**src/rtl/fault_pkg.sv**
```systemverilog
// Shared types for the fault LED sequencer: event encoding, FIFO entry layout, FSM states.
package fault_pkg;

    typedef enum logic [1:0] {
        EVT_NONE   = 2'd0,
        EVT_IFAULT = 2'd1,
        EVT_PBLOCK = 2'd2,
        EVT_BDROP  = 2'd3
    } evt_type_e;

    localparam int unsigned UNIT_MAX = 2;
    localparam int unsigned EVT_W    = 4;

    typedef struct packed {
        logic [1:0] unit;
        evt_type_e  etype;
    } evt_t;

    typedef enum logic [1:0] {
        IDLE = 2'd0,
        SHOW = 2'd1,
        GAP  = 2'd2
    } seq_state_e;

    function automatic logic evt_is_valid(evt_t e);
        return (e.unit <= 2'(UNIT_MAX)) && (e.etype != EVT_NONE);
    endfunction

    // Flag vector ordered {b_drop, p_block, i_fault}
    function automatic logic [2:0] evt_flags(evt_type_e t);
        logic [2:0] f;
        f = 3'b000;
        case (t)
            EVT_IFAULT: f = 3'b001;
            EVT_PBLOCK: f = 3'b010;
            EVT_BDROP:  f = 3'b100;
            default:    f = 3'b000;
        endcase
        return f;
    endfunction

endpackage

```
**src/rtl/fault_evt_fifo.sv**
```systemverilog
// Synchronous FIFO for fault events; power-of-two depth, registered occupancy count.
module fault_evt_fifo #(
    parameter int unsigned DEPTH = 4,
    parameter int unsigned WIDTH = 4
) (
    input  logic                     clk_i,
    input  logic                     rst_i,
    input  logic                     push_i,
    input  logic [WIDTH-1:0]         wdata_i,
    input  logic                     pop_i,
    output logic [WIDTH-1:0]         rdata_o,
    output logic                     full_o,
    output logic                     empty_o,
    output logic [$clog2(DEPTH):0]   count_o
);

    localparam int unsigned PTR_W = $clog2(DEPTH);
    localparam int unsigned CNT_W = PTR_W + 1;

    logic [WIDTH-1:0] mem_q [DEPTH];
    logic [PTR_W-1:0] wr_ptr_q;
    logic [PTR_W-1:0] rd_ptr_q;
    logic [CNT_W-1:0] count_q;
    logic             do_push;
    logic             do_pop;

    assign full_o  = (count_q == CNT_W'(DEPTH));
    assign empty_o = (count_q == '0);
    assign do_push = push_i && !full_o;
    assign do_pop  = pop_i && !empty_o;
    assign rdata_o = mem_q[rd_ptr_q];
    assign count_o = count_q;

    always_ff @(posedge clk_i) begin
        if (do_push) begin
            mem_q[wr_ptr_q] <= wdata_i;
        end
    end

    // Pointers wrap naturally because DEPTH is a power of two
    always_ff @(posedge clk_i) begin
        if (rst_i) begin
            wr_ptr_q <= '0;
            rd_ptr_q <= '0;
            count_q  <= '0;
        end else begin
            if (do_push) wr_ptr_q <= wr_ptr_q + PTR_W'(1);
            if (do_pop)  rd_ptr_q <= rd_ptr_q + PTR_W'(1);
            case ({do_push, do_pop})
                2'b10:   count_q <= count_q + CNT_W'(1);
                2'b01:   count_q <= count_q - CNT_W'(1);
                default: count_q <= count_q;
            endcase
        end
    end

endmodule

```
**src/rtl/fault_led_sequencer.sv**
```systemverilog
// Buffers fault events and presents them one at a time on the LED flags with hold and gap.
// Build option FAULT_SEQ_DEDUP_EN drops a repeat of the newest entry while it is queued or shown.
module fault_led_sequencer
    import fault_pkg::*;
#(
    parameter int unsigned DEPTH       = 4,
    parameter int unsigned HOLD_CYCLES = 50_000_000,
    parameter int unsigned GAP_CYCLES  = 12_500_000
) (
    input  logic       clk_50M,
    input  logic       reset,
    input  logic       evt_valid,
    input  logic [1:0] evt_unit,
    input  logic [1:0] evt_type,
    output logic       evt_ready,
    output logic [1:0] unitlist,
    output logic       i_fault,
    output logic       p_block,
    output logic       b_drop,
    output logic       busy,
    output logic       err_pulse
);

    localparam int unsigned CNT_W   = $clog2(DEPTH) + 1;
    localparam int unsigned MAX_CYC = (HOLD_CYCLES > GAP_CYCLES) ? HOLD_CYCLES : GAP_CYCLES;
    localparam int unsigned TMR_W   = (MAX_CYC > 1) ? $clog2(MAX_CYC) : 1;

    seq_state_e       state_q, state_d;
    logic [TMR_W-1:0] timer_q, timer_d;
    logic [1:0]       unit_q, unit_d;
    logic [2:0]       flags_q, flags_d;
    logic             err_q, err_d;

    evt_t             in_evt;
    evt_t             head;
    logic [EVT_W-1:0] fifo_rdata;
    logic             fifo_full;
    logic             fifo_empty;
    logic [CNT_W-1:0] fifo_count;
    logic             xfer;
    logic             dup;
    logic             push;
    logic             pop;
    logic             load;

    assign in_evt = evt_t'({evt_unit, evt_type});
    assign head   = evt_t'(fifo_rdata);
    assign xfer   = evt_valid && !fifo_full;
    assign push   = xfer && evt_is_valid(in_evt) && !dup;
    assign err_d  = xfer && !evt_is_valid(in_evt);

`ifdef FAULT_SEQ_DEDUP_EN
    evt_t last_q;

    // The newest write is live while the FIFO holds anything or while it is being shown
    always_ff @(posedge clk_50M) begin
        if (reset)     last_q <= '0;
        else if (push) last_q <= in_evt;
    end

    assign dup = (!fifo_empty || (state_q == SHOW)) && (in_evt == last_q);
`else
    assign dup = 1'b0;
`endif

    fault_evt_fifo #(
        .DEPTH (DEPTH),
        .WIDTH (EVT_W)
    ) u_fifo (
        .clk_i   (clk_50M),
        .rst_i   (reset),
        .push_i  (push),
        .wdata_i (in_evt),
        .pop_i   (pop),
        .rdata_o (fifo_rdata),
        .full_o  (fifo_full),
        .empty_o (fifo_empty),
        .count_o (fifo_count)
    );

    always_ff @(posedge clk_50M) begin
        if (reset) begin
            state_q <= IDLE;
            timer_q <= '0;
            unit_q  <= '0;
            flags_q <= '0;
            err_q   <= 1'b0;
        end else begin
            state_q <= state_d;
            timer_q <= timer_d;
            unit_q  <= unit_d;
            flags_q <= flags_d;
            err_q   <= err_d;
        end
    end

    // A gap expiring with a backlog starts the next event directly, so queued events
    // are spaced exactly HOLD_CYCLES + GAP_CYCLES apart.
    always_comb begin
        state_d = state_q;
        timer_d = timer_q;
        unit_d  = unit_q;
        flags_d = flags_q;
        load    = 1'b0;
        pop     = 1'b0;
        unique case (state_q)
            IDLE: load = !fifo_empty;
            SHOW: begin
                if (timer_q == '0) begin
                    flags_d = '0;
                    timer_d = TMR_W'(GAP_CYCLES - 1);
                    state_d = GAP;
                end else begin
                    timer_d = timer_q - TMR_W'(1);
                end
            end
            GAP: begin
                if (timer_q == '0) begin
                    state_d = IDLE;
                    load    = !fifo_empty;
                end else begin
                    timer_d = timer_q - TMR_W'(1);
                end
            end
            default: state_d = IDLE;
        endcase
        if (load) begin
            pop     = 1'b1;
            unit_d  = head.unit;
            flags_d = evt_flags(head.etype);
            timer_d = TMR_W'(HOLD_CYCLES - 1);
            state_d = SHOW;
        end
    end

    assign evt_ready = !fifo_full;
    assign busy      = (state_q != IDLE) || (fifo_count != '0);
    assign unitlist  = unit_q;
    assign i_fault   = flags_q[0];
    assign p_block   = flags_q[1];
    assign b_drop    = flags_q[2];
    assign err_pulse = err_q;

endmodule

```
**config.mk**
```make
export PLATFORM = sky130hd
export DESIGN_NAME = fault_led_sequencer
export DESIGN_NICKNAME = d
export VERILOG_FILES = /design/src/rtl/fault_pkg.sv /design/src/rtl/fault_evt_fifo.sv /design/src/rtl/fault_led_sequencer.sv
export SDC_FILE = /design/constraint.sdc
export NUM_CORES = 1
export LEC_CHECK = 0
export BUFFER_PORTS_ARGS = -buffer_cell sky130_fd_sc_hd__buf_4
export CORE_MARGIN = 4
export CORE_UTILIZATION = 40
export DETAILED_ROUTE_END_ITERATION = 8
export GPL_TIMING_DRIVEN = 0
export HOLD_SLACK_MARGIN = 0.15
export PLACE_DENSITY = 0.58
export SLEW_MARGIN = 0
export SYNTH_ARGS = -nofsm -noshare
export SYNTH_HDL_FRONTEND = slang
export SYNTH_SLANG_ARGS = --single-unit
```
**constraint.sdc**
```tcl
create_clock -name clk_50M -period 4.4 [get_ports clk_50M]
set_input_delay 0.66 -clock clk_50M [delete_from_list [all_inputs] [get_ports clk_50M]]
set_output_delay 0.66 -clock clk_50M [all_outputs]
set_load 0.01 [all_outputs]
```
==> results.yml <==
global_route:
  globalRoute.totalOverflow: 0
  grt_pass1_wl_um: 12400
  grtUsageMet2_pct: 25.2
  gr-max-usage-layer: "met1"
  gr-usage-met1_pct: 26.7
  antenna_found_initial: 0
  grt_max_degree: 14
  grtUsageTotal_pct: 18.0
  met3_usage_pct: 3.87
  grt_pass1_vias: 2391
yosys:
  synth_top_family_by_area: "simple AND/OR/NAND/NOR gates"
  ys_warn_count: 0
  syn-num-nets: 346
  yosysUniqueCellTypes: 66
  synth_seq_area_share_pct: 43.7
  synth_edf_count: 16
  synth-main-ff-cell: "dfxtp_1"
  synthDominantCellAreaShare_pct: 28.0
  synth-seq-cells: 59
  synthMuxAreaShare_pct: 3.26
  synth_xor_area_share_pct: 2.85
  avgSynthCellArea_um2: 9.28
  synth_simple_gate_area_share_pct: 24.0
  async_reset_ff_share_pct: 0
  synth_area_um2: 3070
  synth.area.top_cells: "dfxtp_1 (28%), edfxtp_1 (16%), nor2_1 (4.4%)"
  synthCells: 331
  synth_top_cell_by_area: "dfxtp_1"
  synthAdderAreaFrac_pct: 3.50
  synth_compound_gate_area_share_pct: 18.4
power_and_ir_drop:
  p_total_uw: 2420
  p_per_area_nw_per_um2: 689
  peakVddDrop_mv: 0.282
  p_leak_uw: 0.00126
clock_tree:
  cts_hold_buf: 0
  cts.htree.levels: 3
  cts_buffers: 9
  cts.path.max_buffers: 2
  cts.sinks: 59
  cts_resized: 0
  cts_tree: "yes"
  worst_skew_pair.late_latency_ns: 0.36
  cts_setup_buffers: 0
  root_buffer: "clkbuf_8"
  path_clk_slew_ns: 0.08
drt:
  antenna_left: 0
  vias_per_cell: 5.51
  num_vias: 2536
  drt_iter0_markers: 152
  wl_per_cell_um: 16.4
  drt_first_pass_iters: 4
  wl_um: 7530
  drc_errors: 0
job:
  drv_cap: 0
floorplan:
  core_um2: 7370
  ioPinCount: 15
  die_x_um: 95.6
  start_util_pct: 41.7
  die_h_um: 95.6
  rows: 31
  die_area_um2: 9150
sta:
  fin_skew_ns: 0.0141
  min_period_over_period_pct: 77.4
  setup_viol: 0
  rsz0062_at_grt: "false"
  fmax_ghz: 0.293
  fin_setup_tns_ns: 0
  hold_viol: 0
  slew_headroom_pct: 26.7
  post-route-min-period_ns: 3.41
  slew_violations: 0
  tightest_slew_ns: 1.09
setup_path:
  crit_path_top_delay_cell: "nor4b_1"
  rr_endpoint: "u_fifo.count_o[2]"
  r2r-start: "timer_q[0]"
  start_kind: "flop"
  path_delay_family: "simple AND/OR/NAND/NOR gates"
  critPathMaxFanout: 7
  crit_buf_inv: 3
  worstPathArrival_ns: 3.68
  critical_path.max_stage_delay_ns: 0.46
  crit_path_end_kind: "flop"
  cp_cell_sequence: "inv_1, ha_1, nor4b_1, and4_1, a21boi_1, nand2b_1, inv_2, ha_1, inv_1, fa_1, xor2_1, or3_1, a21oi_1"
  critPathKind: "flop to flop"
  required_ns: 4.67
  rrSetupSlack_ns: 0.99
  crit_start: "timer_q[0]"
  rr_worst_depth: 13
status:
  status: "finished clean"
worst_hold_path:
  worstHoldEndpoint: "unitlist[1]"
  hold_path.class: "flop to flop"
  min_path_cells: 2
  worstHoldStart: "unitlist[1]"
finish:
  final_area_um2: 3510
  drive_gt1_share_pct: 14.1
  stdcell_count: 460
  diodes: 0
  finalNetCount: 371
  area_delta_synth_final_pct: 14.2
placement:
  dp_hpwl_um: 5420
  place_area_um2: 3300
  io_buffers: 14
  placedCellCount: 444
  gp_congestion: 0.887
-- power breakdown --
| group | switching, uW | internal, uW | leakage, uW |
|---|---|---|---|
| sequential | 122 | 688 | 0.000499 |
| clock | 263 | 272 | 0.000103 |
| combinational | 645 | 425 | 0.000661 |
| total | 1030 | 1390 | 0.00126 |
-- logic make-up (layout without fill, tap and decap cells) --
| logic type | after synthesis | in the layout |
|---|---|---|
| adder cells (fa/ha/maj) | 8 | 8 |
| AND/OR/NAND/NOR | 135 | 135 |
| multiplexers | 5 | 5 |
| AO/OA/AOI/OAI | 84 | 84 |
| flip-flops | 59 | 59 |
| XOR/XNOR | 10 | 10 |
| buffers and inverters | 30 | 60 |
-- worst max path at each step --
| stage | slack, ns | cells past startpoint | endpoint |
|---|---|---|---|
| detailed placement | 1.03 | 13 | u_fifo.count_o[2] |
| floorplan | 1.59 | 13 | u_fifo.count_o[2] |
| global placement | 1.05 | 13 | u_fifo.count_o[2] |
| finish | 0.99 | 13 | u_fifo.count_o[2] |
| global route | 0.69 | 13 | u_fifo.count_o[2] |
| CTS | 0.99 | 13 | u_fifo.count_o[2] |
-- worst min-delay path, cell delays in order, from the launching register on --
cell,delay [ns]
dfxtp_1,0.31
nand2_1,0.05
a21oi_1,0.05
-- stage by stage --
stage | utilization (%) | hold slack (ns) | setup WS, ns
floorplan | - | 0.464 | 1.59
global placement | 44.8 | 0.446 | 1.05
detailed placement | 44.8 | 0.451 | 1.03
CTS | 47.6 | 0.465 | 0.995
global route | 47.6 | 0.486 | 0.695
finish | 47.6 | 0.462 | 0.993
-- flip-flops by register name, indices dropped and copies added (netlist names), named ones only --
register / flops
err_pulse: 1
unitlist: 2
u_fifo.mem_q: 16
state_q: 2
timer_q: 26
u_fifo.wr_ptr_q: 2
u_fifo.rd_ptr_q: 2
flags_q: 3
u_fifo.count_o: 3
-- final cells by class --
| type | instances | area [um^2] |
|---|---|---|
| Inverter | 12 | 45.0 |
| Fill cell | 735 | 3860 |
| Tap cell | 99 | 124 |
| Sequential cell | 59 | 1340 |
| Multi-Input combinational cell | 242 | 1600 |
| Buffer | 18 | 90.1 |
| Timing Repair Buffer | 14 | 105 |
| Clock buffer | 9 | 124 |
| Clock inverter | 7 | 83.8 |
-- per-layer routing --
metal  wire length (um)  part of all wire, %  vias up
li1                   -                    -     1280
met2               3220                   43       68
met3                502                  6.7       10
met1               3700                   49     1178
met4                104                  1.4        0
met5                  0                    0        -
-- synth_stat cells, types with 4 or more instances --
| library cell | n |
|---|---|
| a311oi_1 | 6 |
| ha_1 | 7 |
| xnor2_1 | 4 |
| nor2_1 | 36 |
| nand2b_1 | 8 |
| a31oi_1 | 6 |
| nand2_1 | 20 |
| o31ai_1 | 7 |
| mux4_2 | 4 |
| o21ai_0 | 11 |
| nand3_1 | 11 |
| inv_1 | 11 |
| nor3_1 | 15 |
| a211oi_1 | 5 |
| dfxtp_1 | 43 |
| xor2_1 | 6 |
| nor4_1 | 5 |
| and3_1 | 5 |
| a21oi_1 | 25 |
| or3_1 | 5 |
| clkbuf_1 | 11 |
| edfxtp_1 | 16 |
| and2_1 | 5 |
-- cells in the final DEF (no fill, tap or decap), drive strengths merged, types with 7 or more instances in the layout --
cell	n
nor2	36
o31ai	7
nand2	21
dfxtp	43
nor3	17
nand2b	8
inv	16
edfxtp	16
ha	7
nand3	11
a21oi	25
buf	21
o21ai	12
clkbuf	20
(Power assumes the default switching activity.)
